### src/rtl/sw_debounce_ctrl_pkg.sv
// Shared types and default sizing for the panel-switch debounce controller.
package sw_pkg;

    localparam int N_SW_DEF         = 4;
    localparam int DIV_BITS_DEF     = 15;
    localparam int STABLE_TICKS_DEF = 4;
    localparam int FIFO_DEPTH_DEF   = 4;
    // Event id field is sized for the largest bank so the struct is fixed.
    localparam int ID_MAX_W         = 4;

    function automatic int id_width(input int n);
        return (n > 1) ? $clog2(n) : 1;
    endfunction

    localparam int ID_W  = id_width(N_SW_DEF);
    localparam int CNT_W = $clog2(STABLE_TICKS_DEF);

    typedef struct packed {
        logic [ID_MAX_W-1:0] id;
        logic                press;
    } evt_t;

    typedef enum logic {
        IDLE = 1'b0,
        SCAN = 1'b1
    } scan_state_e;

endpackage

### src/rtl/sw_debounce_chk.sv
// Checker: the sample tick must never arrive while a scan is still running.
module sw_debounce_chk (
    input logic clk_i,
    input logic rst_i,
    input logic tick_i,
    input logic scan_i
);

    a_tick_not_in_scan: assert property (@(posedge clk_i) disable iff (rst_i) !(tick_i && scan_i));

endmodule

### src/rtl/sw_evt_fifo.sv
// Show-ahead synchronous event queue; a push into a full queue succeeds only
// when a pop happens in the same cycle.
module sw_evt_fifo
    import sw_pkg::*;
#(
    parameter int DEPTH = 4
) (
    input  logic clk_i,
    input  logic rst_i,
    input  logic push_i,
    input  evt_t din_i,
    input  logic pop_i,
    output logic full_o,
    output logic empty_o,
    output evt_t head_o
);

    localparam int PW = $clog2(DEPTH);

    evt_t         mem_q [DEPTH];
    logic [PW:0]  wr_q;
    logic [PW:0]  rd_q;
    logic         do_push_s;
    logic         do_pop_s;

    assign empty_o   = (wr_q == rd_q);
    assign full_o    = (wr_q[PW] != rd_q[PW]) && (wr_q[PW-1:0] == rd_q[PW-1:0]);
    assign do_pop_s  = pop_i && !empty_o;
    assign do_push_s = push_i && (!full_o || do_pop_s);
    assign head_o    = mem_q[rd_q[PW-1:0]];

    // Storage and wrap-bit pointers.
    always_ff @(posedge clk_i or posedge rst_i) begin
        if (rst_i) begin
            wr_q <= '0;
            rd_q <= '0;
            for (int i = 0; i < DEPTH; i++) begin
                mem_q[i] <= '0;
            end
        end else begin
            if (do_push_s) begin
                mem_q[wr_q[PW-1:0]] <= din_i;
                wr_q                <= wr_q + {{PW{1'b0}}, 1'b1};
            end
            if (do_pop_s) begin
                rd_q <= rd_q + {{PW{1'b0}}, 1'b1};
            end
        end
    end

endmodule

### src/rtl/sw_debounce_ctrl.sv
// Panel-switch bank debouncer: prescaled sample tick, round-robin scan of each
// switch, per-switch stability counters and a press/release event queue.
module sw_debounce_ctrl
    import sw_pkg::*;
#(
    parameter int N_SW         = N_SW_DEF,
    parameter int DIV_BITS     = DIV_BITS_DEF,
    parameter int STABLE_TICKS = STABLE_TICKS_DEF,
    parameter int FIFO_DEPTH   = FIFO_DEPTH_DEF,
    localparam int IDW         = id_width(N_SW),
    localparam int CW          = $clog2(STABLE_TICKS)
) (
    input  logic            CLK_33,
    input  logic            RST,
    input  logic [N_SW-1:0] nSW_IN,
    output logic [N_SW-1:0] SW_STATE,
    output logic            EVT_VALID,
    input  logic            EVT_READY,
    output logic [IDW-1:0]  EVT_ID,
    output logic            EVT_PRESS,
    output logic            EVT_OVF,
    input  logic            OVF_CLR
);

    logic [DIV_BITS-1:0] presc_q;
    logic [N_SW-1:0]     sync1_q, sync2_q, sample_s;
    scan_state_e         state_q, state_d;
    logic [IDW-1:0]      idx_q, idx_d;
    logic [CW-1:0]       cnt_q [N_SW];
    logic [CW-1:0]       cnt_d [N_SW];
    logic [N_SW-1:0]     sw_q, sw_d;
    logic                ovf_q, ovf_d;
    logic                tick_s, push_s, pop_s, full_s, empty_s;
    evt_t                evt_s, head_s;

    assign tick_s   = &presc_q;
    assign sample_s = ~sync2_q;
    assign pop_s    = EVT_READY && !empty_s;

    // Prescaler, synchronizer and scan/debounce state.
    always_ff @(posedge CLK_33 or posedge RST) begin
        if (RST) begin
            presc_q <= '0;
            sync1_q <= '0;
            sync2_q <= '0;
            state_q <= IDLE;
            idx_q   <= '0;
            sw_q    <= '0;
            ovf_q   <= 1'b0;
            for (int i = 0; i < N_SW; i++) begin
                cnt_q[i] <= '0;
            end
        end else begin
            presc_q <= presc_q + {{(DIV_BITS-1){1'b0}}, 1'b1};
            sync1_q <= nSW_IN;
            sync2_q <= sync1_q;
            state_q <= state_d;
            idx_q   <= idx_d;
            sw_q    <= sw_d;
            ovf_q   <= ovf_d;
            cnt_q   <= cnt_d;
        end
    end

    // Scan sequencing and the debounce step for the switch under the index.
    always_comb begin
        state_d = state_q;
        idx_d   = idx_q;
        cnt_d   = cnt_q;
        sw_d    = sw_q;
        push_s  = 1'b0;
        evt_s   = '0;
        case (state_q)
            IDLE: begin
                if (tick_s) begin
                    state_d = SCAN;
                    idx_d   = '0;
                end else begin
                    state_d = IDLE;
                end
            end
            SCAN: begin
                // An agreeing sample restarts the count so short bounces vanish.
                if (sample_s[idx_q] == sw_q[idx_q]) begin
                    cnt_d[idx_q] = '0;
                end else if (cnt_q[idx_q] == CW'(STABLE_TICKS - 1)) begin
                    sw_d[idx_q]  = sample_s[idx_q];
                    cnt_d[idx_q] = '0;
                    push_s       = 1'b1;
                    evt_s.id     = ID_MAX_W'(idx_q);
                    evt_s.press  = sample_s[idx_q];
                end else begin
                    cnt_d[idx_q] = cnt_q[idx_q] + CW'(1);
                end
                if (idx_q == IDW'(N_SW - 1)) begin
                    state_d = IDLE;
                end else begin
                    idx_d = idx_q + IDW'(1);
                end
            end
            default: begin
                state_d = IDLE;
                idx_d   = '0;
            end
        endcase
    end

    // Sticky overflow: a drop in the same cycle as a clear keeps the flag set.
    always_comb begin
        ovf_d = ovf_q;
        if (push_s && full_s && !pop_s) begin
            ovf_d = 1'b1;
        end else if (OVF_CLR) begin
            ovf_d = 1'b0;
        end else begin
            ovf_d = ovf_q;
        end
    end

    sw_evt_fifo #(
        .DEPTH (FIFO_DEPTH)
    ) u_fifo (
        .clk_i   (CLK_33),
        .rst_i   (RST),
        .push_i  (push_s),
        .din_i   (evt_s),
        .pop_i   (pop_s),
        .full_o  (full_s),
        .empty_o (empty_s),
        .head_o  (head_s)
    );

    sw_debounce_chk u_chk (
        .clk_i  (CLK_33),
        .rst_i  (RST),
        .tick_i (tick_s),
        .scan_i (state_q == SCAN)
    );

    assign SW_STATE  = sw_q;
    assign EVT_OVF   = ovf_q;
    assign EVT_VALID = !empty_s;
    assign EVT_ID    = head_s.id[IDW-1:0] & {IDW{!empty_s}};
    assign EVT_PRESS = head_s.press & !empty_s;

endmodule
### config.mk
export PLATFORM = sky130hd
export DESIGN_NAME = sw_debounce_ctrl
export DESIGN_NICKNAME = d
export VERILOG_FILES = /design/src/rtl/sw_debounce_ctrl_pkg.sv /design/src/rtl/sw_debounce_chk.sv /design/src/rtl/sw_evt_fifo.sv /design/src/rtl/sw_debounce_ctrl.sv
export SDC_FILE = /design/constraint.sdc
export NUM_CORES = 1
export LEC_CHECK = 0
export ABC_CLOCK_PERIOD_IN_PS = 2200
export BUFFER_PORTS_ARGS = -buffer_cell sky130_fd_sc_hd__buf_2
export CAP_MARGIN = 5
export CORE_MARGIN = 4
export CORE_UTILIZATION = 54
export CTS_CLUSTER_SIZE = 20
export DETAILED_ROUTE_END_ITERATION = 8
export PLACE_DENSITY = 0.85
export SYNTH_ARGS = -nofsm -noshare
export SYNTH_HDL_FRONTEND = slang
export SYNTH_SLANG_ARGS = --single-unit
### constraint.sdc
create_clock -name CLK_33 -period 2.2 [get_ports CLK_33]
set_input_delay 0.44 -clock CLK_33 [delete_from_list [all_inputs] [get_ports CLK_33]]
set_output_delay 0.44 -clock CLK_33 [all_outputs]
set_load 0.01 [all_outputs]
==> impl_metrics.env, run 1 <==
export IMPL_globalRouteTotalUtil=0.170
export IMPL_cpLargestDelayFamily="multiplexers"
export IMPL_routed_wl_mm=4.60
export IMPL_post_synth_top_area_cell="sky130_fd_sc_hd__dfrtp_1"
export IMPL_synth_most_common_cell="sky130_fd_sc_hd__dfrtp_1"
export IMPL_final_layout_size_suffix_gt1_frac=0.369
export IMPL_synthSimpleGateAreaFrac=0.130
export IMPL_largest_family_of_logic_cells_by_synthesized_area="multiplexers"
export IMPL_drtIter0Drc=91
export IMPL_pin_count_of_the_biggest_net_entering_global_routing=35
export IMPL_synth_compound_gate_area_share=0.0103
export IMPL_final_antenna_net_count=0
export IMPL_worstSkewPairLatency_ns=0.34
export IMPL_clock_tree_buffer_depth=2
export IMPL_detailedPlace_worstSlack_ns=0.0524
export IMPL_remaining_drc_errors=0
export IMPL_tightest_slew_ns=0.508
export IMPL_ys_seq_area_frac=0.532
export IMPL_power_share_sequential=0.442
export IMPL_maxCapViolations=0
export IMPL_critPathKind="flip-flop to flip-flop"
export IMPL_fp_dieArea_mm2=0.00615
export IMPL_yosysTopAreaCellShare=0.532
export IMPL_cts_tree="yes"
export IMPL_clock_skew_ns=0.0169
export IMPL_netSwitchingPower_uw=610
export IMPL_leakage_nw=1.56
export IMPL_synth_net_count=211
export IMPL_fin_setup_tns_ns=0
export IMPL_p_int_mw=1.91
export IMPL_launch_instance_of_the_worst_register_to_register_path="SW_STATE[3]"
export IMPL_post_drt_wl_per_cell_um=15.3
export IMPL_synth_area_leaders="sky130_fd_sc_hd__dfrtp_1, sky130_fd_sc_hd__mux2_2, sky130_fd_sc_hd__ha_1"
export IMPL_overflow_left_after_global_routing=0
export IMPL_chipHeight_um=78.4
export IMPL_fraction_of_synthesized_area_in_multiplexers=0.171
export IMPL_critPathCaptureType="flip-flop"
export IMPL_core_area_mm2=0.00475
export IMPL_number_of_filler_instances_in_the_final_layout=336
export IMPL_cts_sinks=57
export IMPL_worstPathRequired_ns=2.42
export IMPL_postPlaceCellArea_mm2=0.00290
export IMPL_dpl_hpwl_mm=3.19
export IMPL_terminus_of_the_critical_flop_to_flop_path="u_fifo.wr_q[1]"
export IMPL_regToRegSetupSlack_ns=0.04
export IMPL_normalized_max_slew_margin=0.661
export IMPL_synth_cells=192
export IMPL_synth_cell_types=32
export IMPL_crit_path_start_kind="flip-flop"
export IMPL_ctsHtreeMaxLevel=3
export IMPL_cp_num_buf_inv=1
export IMPL_status="finished clean"
export IMPL_avgViaCountPerCell=5.24
export IMPL_finalSetupViolCount=0
export IMPL_finish_net_count=247
export IMPL_clk_pin_slew_worst_paths_ns=0.07
export IMPL_yosysWarningCount=0
export IMPL_antenna_found_initial=0
export IMPL_pwr_share_clk=0.430
export IMPL_portBuffers=16
export IMPL_die_width_um=78.4
export IMPL_synth_area_mm2=0.00268
export IMPL_ys_ff_latch=57
export IMPL_post_synth_edffs=0
export IMPL_totalPowerFinal_mw=2.52
export IMPL_fin_util=0.671
export IMPL_ioPinCount=17
export IMPL_cts_root_buf="sky130_fd_sc_hd__clkbuf_8"
export IMPL_start_util=0.563
export IMPL_combPwrFrac=0.128
export IMPL_power_density_mw_per_mm2=791
export IMPL_n_antenna_cell=0
export IMPL_critical_path_max_fanout=5
export IMPL_timing_hold_worst_class="primary input to async pin"
export IMPL_ir_worst_vdd_uv=541
export IMPL_max_stage_delay_ns=0.60
export IMPL_synthAdderAreaFrac=0.0514
export IMPL_flow_area_growth_from_synthesis_pct=19.1
export IMPL_average_size_of_a_mapped_cell_um2=14.0
export IMPL_cts_buffers=9
export IMPL_max_freq_ghz=0.464
export IMPL_floorplan_rows=25
export IMPL_finalMaxSlewViolations=0
export IMPL_synth_top_flop_cell="sky130_fd_sc_hd__dfrtp_1"
export IMPL_power_share_switching=0.242
export IMPL_timing_critical_path_cells="xor2_1, mux4_2, buf_4, nor3_2, mux2_2"
export IMPL_ff2ff_path_depth=5
export IMPL_worst_slack_ns=0.0436
export IMPL_detailroute_via_count=1571
export IMPL_ctsHoldBuffers=0
export IMPL_first_global_vias=1669
export IMPL_global_route_wire_length_before_repair_mm=7.85
export IMPL_synth_xor_area_frac=0.0785
export IMPL_critical_path_arrival_ns=2.37
export IMPL_final_min_period_over_clock_period=0.980
export IMPL_ys_top_cells_by_count="sky130_fd_sc_hd__dfrtp_1, sky130_fd_sc_hd__mux2_2, sky130_fd_sc_hd__xor2_1"
export IMPL_post_route_min_period_ns=2.16
export IMPL_worst_path_max_delay_cell="sky130_fd_sc_hd__mux4_2"
export IMPL_timing_final_hold_violations=0
export IMPL_gpl_congestion=0.793
export IMPL_post_route_cell_area_mm2=0.00319
export IMPL_drt_first_pass_iters=4
export IMPL_ys_async_sr_fraction=1.00
==> routing by layer <==
metal  share of wire  vias up  global-route usage  routed length, um
li1                -      749                   -                  -
met5               0        -                   0                  0
met1            0.45      788               0.214               2070
met2            0.51       27               0.267               2330
met3           0.036        7              0.0516                168
met4          0.0085        0              0.0804                 39
==> sequential cells by signal, summed over array words and instances (netlist names) <==
signal	flops
SW_STATE	4
sync2_q	4
EVT_OVF	1
presc_q	15
u_fifo.wr_q	3
sync1_q	4
u_fifo.rd_q	3
idx_q	2
cnt_q	8
state_q	1
u_fifo.mem_q	12
==> cell type report <==
type	instances	area, um2	share of cell area
Clock buffer	11	141	0.0443
Clock inverter	5	78.8	0.0247
Inverter	8	30.0	0.00942
Multi-Input combinational cell	122	1230	0.385
Sequential cell	57	1430	0.448
Tap cell	67	83.8	0.0263
Timing Repair Buffer	30	198	0.0620
==> placed cells by master, fill, tap and decap left out, drive strengths merged, types with 4 or more instances in the layout <==
cell type	instances
xor2	14
xnor2	10
nand3	7
clkbuf	11
nor4b	4
inv	8
ha	11
and3	4
dfrtp	57
mux2	27
nor3b	7
nand2	10
buf	30
mux4	7
==> worst max-delay path by stage <==
stage	start	depth (start not counted)	slack, ns	to
final	SW_STATE[3]	5	0.04	u_fifo.wr_q[1]
after global routing	SW_STATE[3]	5	-0.04	u_fifo.wr_q[1]
after CTS	u_fifo.wr_q[1]	4	0.003	EVT_ID[1]
after detailed placement	idx_q[0]	4	0.05	u_fifo.mem_q[15]
after global placement	idx_q[0]	4	0.09	u_fifo.mem_q[15]
after floorplan	idx_q[0]	6	0.02	u_fifo.mem_q[15]
==> logic make-up after synthesis <==
group,count (synthesis)
buffers and inverters,14
adder cells (fa/ha/maj),11
AND/OR/NAND/NOR,47
XOR/XNOR,24
flip-flops,57
multiplexers,35
AO/OA/AOI/OAI,4
==> through the flow <==
step | std cells | hold slack [ns]
3_5_place_dp | 280 | 0.336
3_3_place_gp | 280 | 0.333
2_1_floorplan | 192 | 0.331
6_report | 300 | 0.134
5_1_grt | 300 | 0.166
4_1_cts | 296 | 0.133
==> power by group through the flow <==
stage                     logic [mW]  registers [mW]  clock network [mW]
final                          0.322            1.12                1.08
after global routing           0.358            1.12                1.16
after CTS                      0.321            1.12                1.11
after detailed placement       0.312            1.14                   0
after global placement         0.302            1.13                   0
after floorplan                0.209            1.14                   0
==> timing repair <==
| action | 4_1_cts | 5_1_grt |
|---|---|---|
| resized for setup | 1 | 5 |
| buffers inserted | 0 | 3 |
| gates cloned | 0 | 1 |
| pin swaps | 0 | 2 |
| setup endpoints to repair | 3 | 17 |
No activity file was read; power rests on OpenSTA's default activity.
==> inputs of run 2 (changes only) <==
CTS_BUF_LIST = sky130_fd_sc_hd__clkbuf_4 sky130_fd_sc_hd__clkbuf_8 sky130_fd_sc_hd__clkbuf_16   (was default)
PLACE_DENSITY = default   (was 0.85)
PLACE_DENSITY_LB_ADDON = 0.08   (was default)
==> run 2 against run 1 <==
Compared with the run above:
- global-route usage up 0.85 points
- non-clock buffer count up 2
- largest power group unchanged
- cell count up 0.33%
- clock skew down 0.010 ns
- core utilization down 0.55 points
- sequential share of layout area up 0.45 points
- total power down 6.7%
- setup slack better by 0.019 ns
==> impl_metrics.env, run 2 (synthesized netlist as in run 1, its figures left out) <==
export IMPL_status="finished clean"
export IMPL_power_density_mw_per_mm2=744
export IMPL_cp_num_buf_inv=1
export IMPL_maxCapViolations=0
export IMPL_post_route_min_period_ns=2.14
export IMPL_cpLargestDelayFamily="multiplexers"
export IMPL_critical_path_arrival_ns=2.36
export IMPL_regToRegSetupSlack_ns=0.06
export IMPL_leakage_nw=1.55
export IMPL_power_share_switching=0.253
export IMPL_reg_largest_list="presc_q (15), u_fifo.mem_q (12), cnt_q (8)"
export IMPL_critical_path_max_fanout=8
export IMPL_globalRouteTotalUtil=0.178
export IMPL_whs_ns=0.185
export IMPL_max_stage_delay_ns=0.61
export IMPL_cts_sinks=57
export IMPL_flow_area_growth_from_synthesis_pct=18.1
export IMPL_chipHeight_um=78.4
export IMPL_largest_reg_flops=15
export IMPL_timing_hold_worst_class="primary input to async pin"
export IMPL_worstSkewPairLatency_ns=0.33
export IMPL_cts_tree="yes"
export IMPL_portBuffers=16
export IMPL_floorplan_rows=25
export IMPL_n_antenna_cell=0
export IMPL_combPwrFrac=0.140
export IMPL_dpl_hpwl_mm=3.42
export IMPL_post_drt_wl_per_cell_um=15.7
export IMPL_power_share_sequential=0.476
export IMPL_cts_root_buf="sky130_fd_sc_hd__clkbuf_8"
export IMPL_timing_final_hold_violations=0
export IMPL_clock_tree_buffer_depth=2
export IMPL_cts_buffers=9
export IMPL_finalMaxSlewViolations=0
export IMPL_detailroute_via_count=1601
export IMPL_start_util=0.563
export IMPL_final_antenna_net_count=0
export IMPL_worst_path_max_delay_cell="sky130_fd_sc_hd__mux4_2"
export IMPL_worstPathRequired_ns=2.42
export IMPL_timing_critical_path_cells="xor2_1, mux4_2, buf_4, nor3_2, mux2_2"
export IMPL_p_int_mw=1.76
export IMPL_ir_worst_vdd_uv=472
export IMPL_antenna_found_initial=0
export IMPL_pin_count_of_the_biggest_net_entering_global_routing=31
export IMPL_ioPinCount=17
export IMPL_final_min_period_over_clock_period=0.972
export IMPL_number_of_filler_instances_in_the_final_layout=376
export IMPL_pwr_share_clk=0.383
export IMPL_critPathCaptureType="flip-flop"
export IMPL_avgViaCountPerCell=5.32
export IMPL_gpl_congestion=0.765
export IMPL_final_seq_area_mm2=0.00143
export IMPL_ctsHtreeMaxLevel=3
export IMPL_final_common_cell="sky130_fd_sc_hd__dfrtp_1"
export IMPL_crit_path_start_kind="flip-flop"
export IMPL_finalSetupViolCount=0
export IMPL_critPathKind="flip-flop to flip-flop"
export IMPL_finish_net_count=248
export IMPL_drt_first_pass_iters=2
export IMPL_die_width_um=78.4
export IMPL_clk_pin_slew_worst_paths_ns=0.06
export IMPL_layout_common_cells="sky130_fd_sc_hd__dfrtp_1, sky130_fd_sc_hd__mux2_2, sky130_fd_sc_hd__buf_2"
export IMPL_core_area_mm2=0.00475
export IMPL_multi_input_comb_area_mm2=0.00122
export IMPL_fp_dieArea_mm2=0.00615
export IMPL_remaining_drc_errors=0
export IMPL_overflow_left_after_global_routing=0
export IMPL_fin_setup_tns_ns=0
export IMPL_top_register="presc_q"
export IMPL_routed_wl_mm=4.73
export IMPL_clock_skew_ns=0.00666
export IMPL_tightest_slew_ns=0.636
export IMPL_final_layout_size_suffix_gt1_frac=0.397
export IMPL_normalized_max_slew_margin=0.576
export IMPL_netSwitchingPower_uw=595
export IMPL_first_global_vias=1714
export IMPL_max_freq_ghz=0.468
export IMPL_drtIter0Drc=34
export IMPL_global_route_wire_length_before_repair_mm=8.18
## run 2: per-stage QoR
stage	setup WS, ns	power, mW	std cells	area, um2	util
global placement	0.0841	1.42	281	2910	0.611
global route	-0.00440	2.47	301	3160	0.665
finish	0.0623	2.35	301	3160	0.665
CTS	0.0242	2.37	298	3100	0.653
detailed placement	0.0569	1.44	281	2910	0.611
floorplan	0.0215	1.35	192	2680	-
## run 2: timing repair
item,CTS,global route
buffers inserted,1,3
pin swaps,0,1
cloned,0,0
resized for setup,2,9
setup endpoints to repair,4,16
hold buffers,0,0
## run 2: per-layer routing
metal	track usage	wire, um
met1	0.227	2080
met2	0.276	2390
met3	0.0413	124
met4	0.110	131
met5	0	0
## run 2: final timing paths
check                                 start             end  cells past startpoint
worst max-delay path            SW_STATE[0]  u_fifo.wr_q[1]                      5
worst min-delay path                    RST      presc_q[1]                      2
worst max register to register  SW_STATE[0]  u_fifo.wr_q[1]                      5
worst min register to register   sync1_q[2]      sync2_q[2]                      0
max in group asynchronous               RST  u_fifo.rd_q[0]                      3
min in group CLK_33               nSW_IN[1]      sync1_q[1]                      1
## run 2: layout make-up
| type | count | share of cell area |
|---|---|---|
| Multi-Input combinational cell | 121 | 0.385 |
| Timing Repair Buffer | 32 | 0.0672 |
| Inverter | 8 | 0.00949 |
| Clock inverter | 2 | 0.00396 |
| Tap cell | 67 | 0.0265 |
| Sequential cell | 57 | 0.453 |
| Clock buffer | 14 | 0.0550 |
## run 2: power groups by stage
stage / Sequential [mW] / Combinational, mW / Clock [mW]
finish: 1.12 / 0.330 / 0.902
global route: 1.13 / 0.365 / 0.981
CTS: 1.12 / 0.330 / 0.922
detailed placement: 1.15 / 0.285 / 0
global placement: 1.15 / 0.272 / 0
floorplan: 1.14 / 0.209 / 0
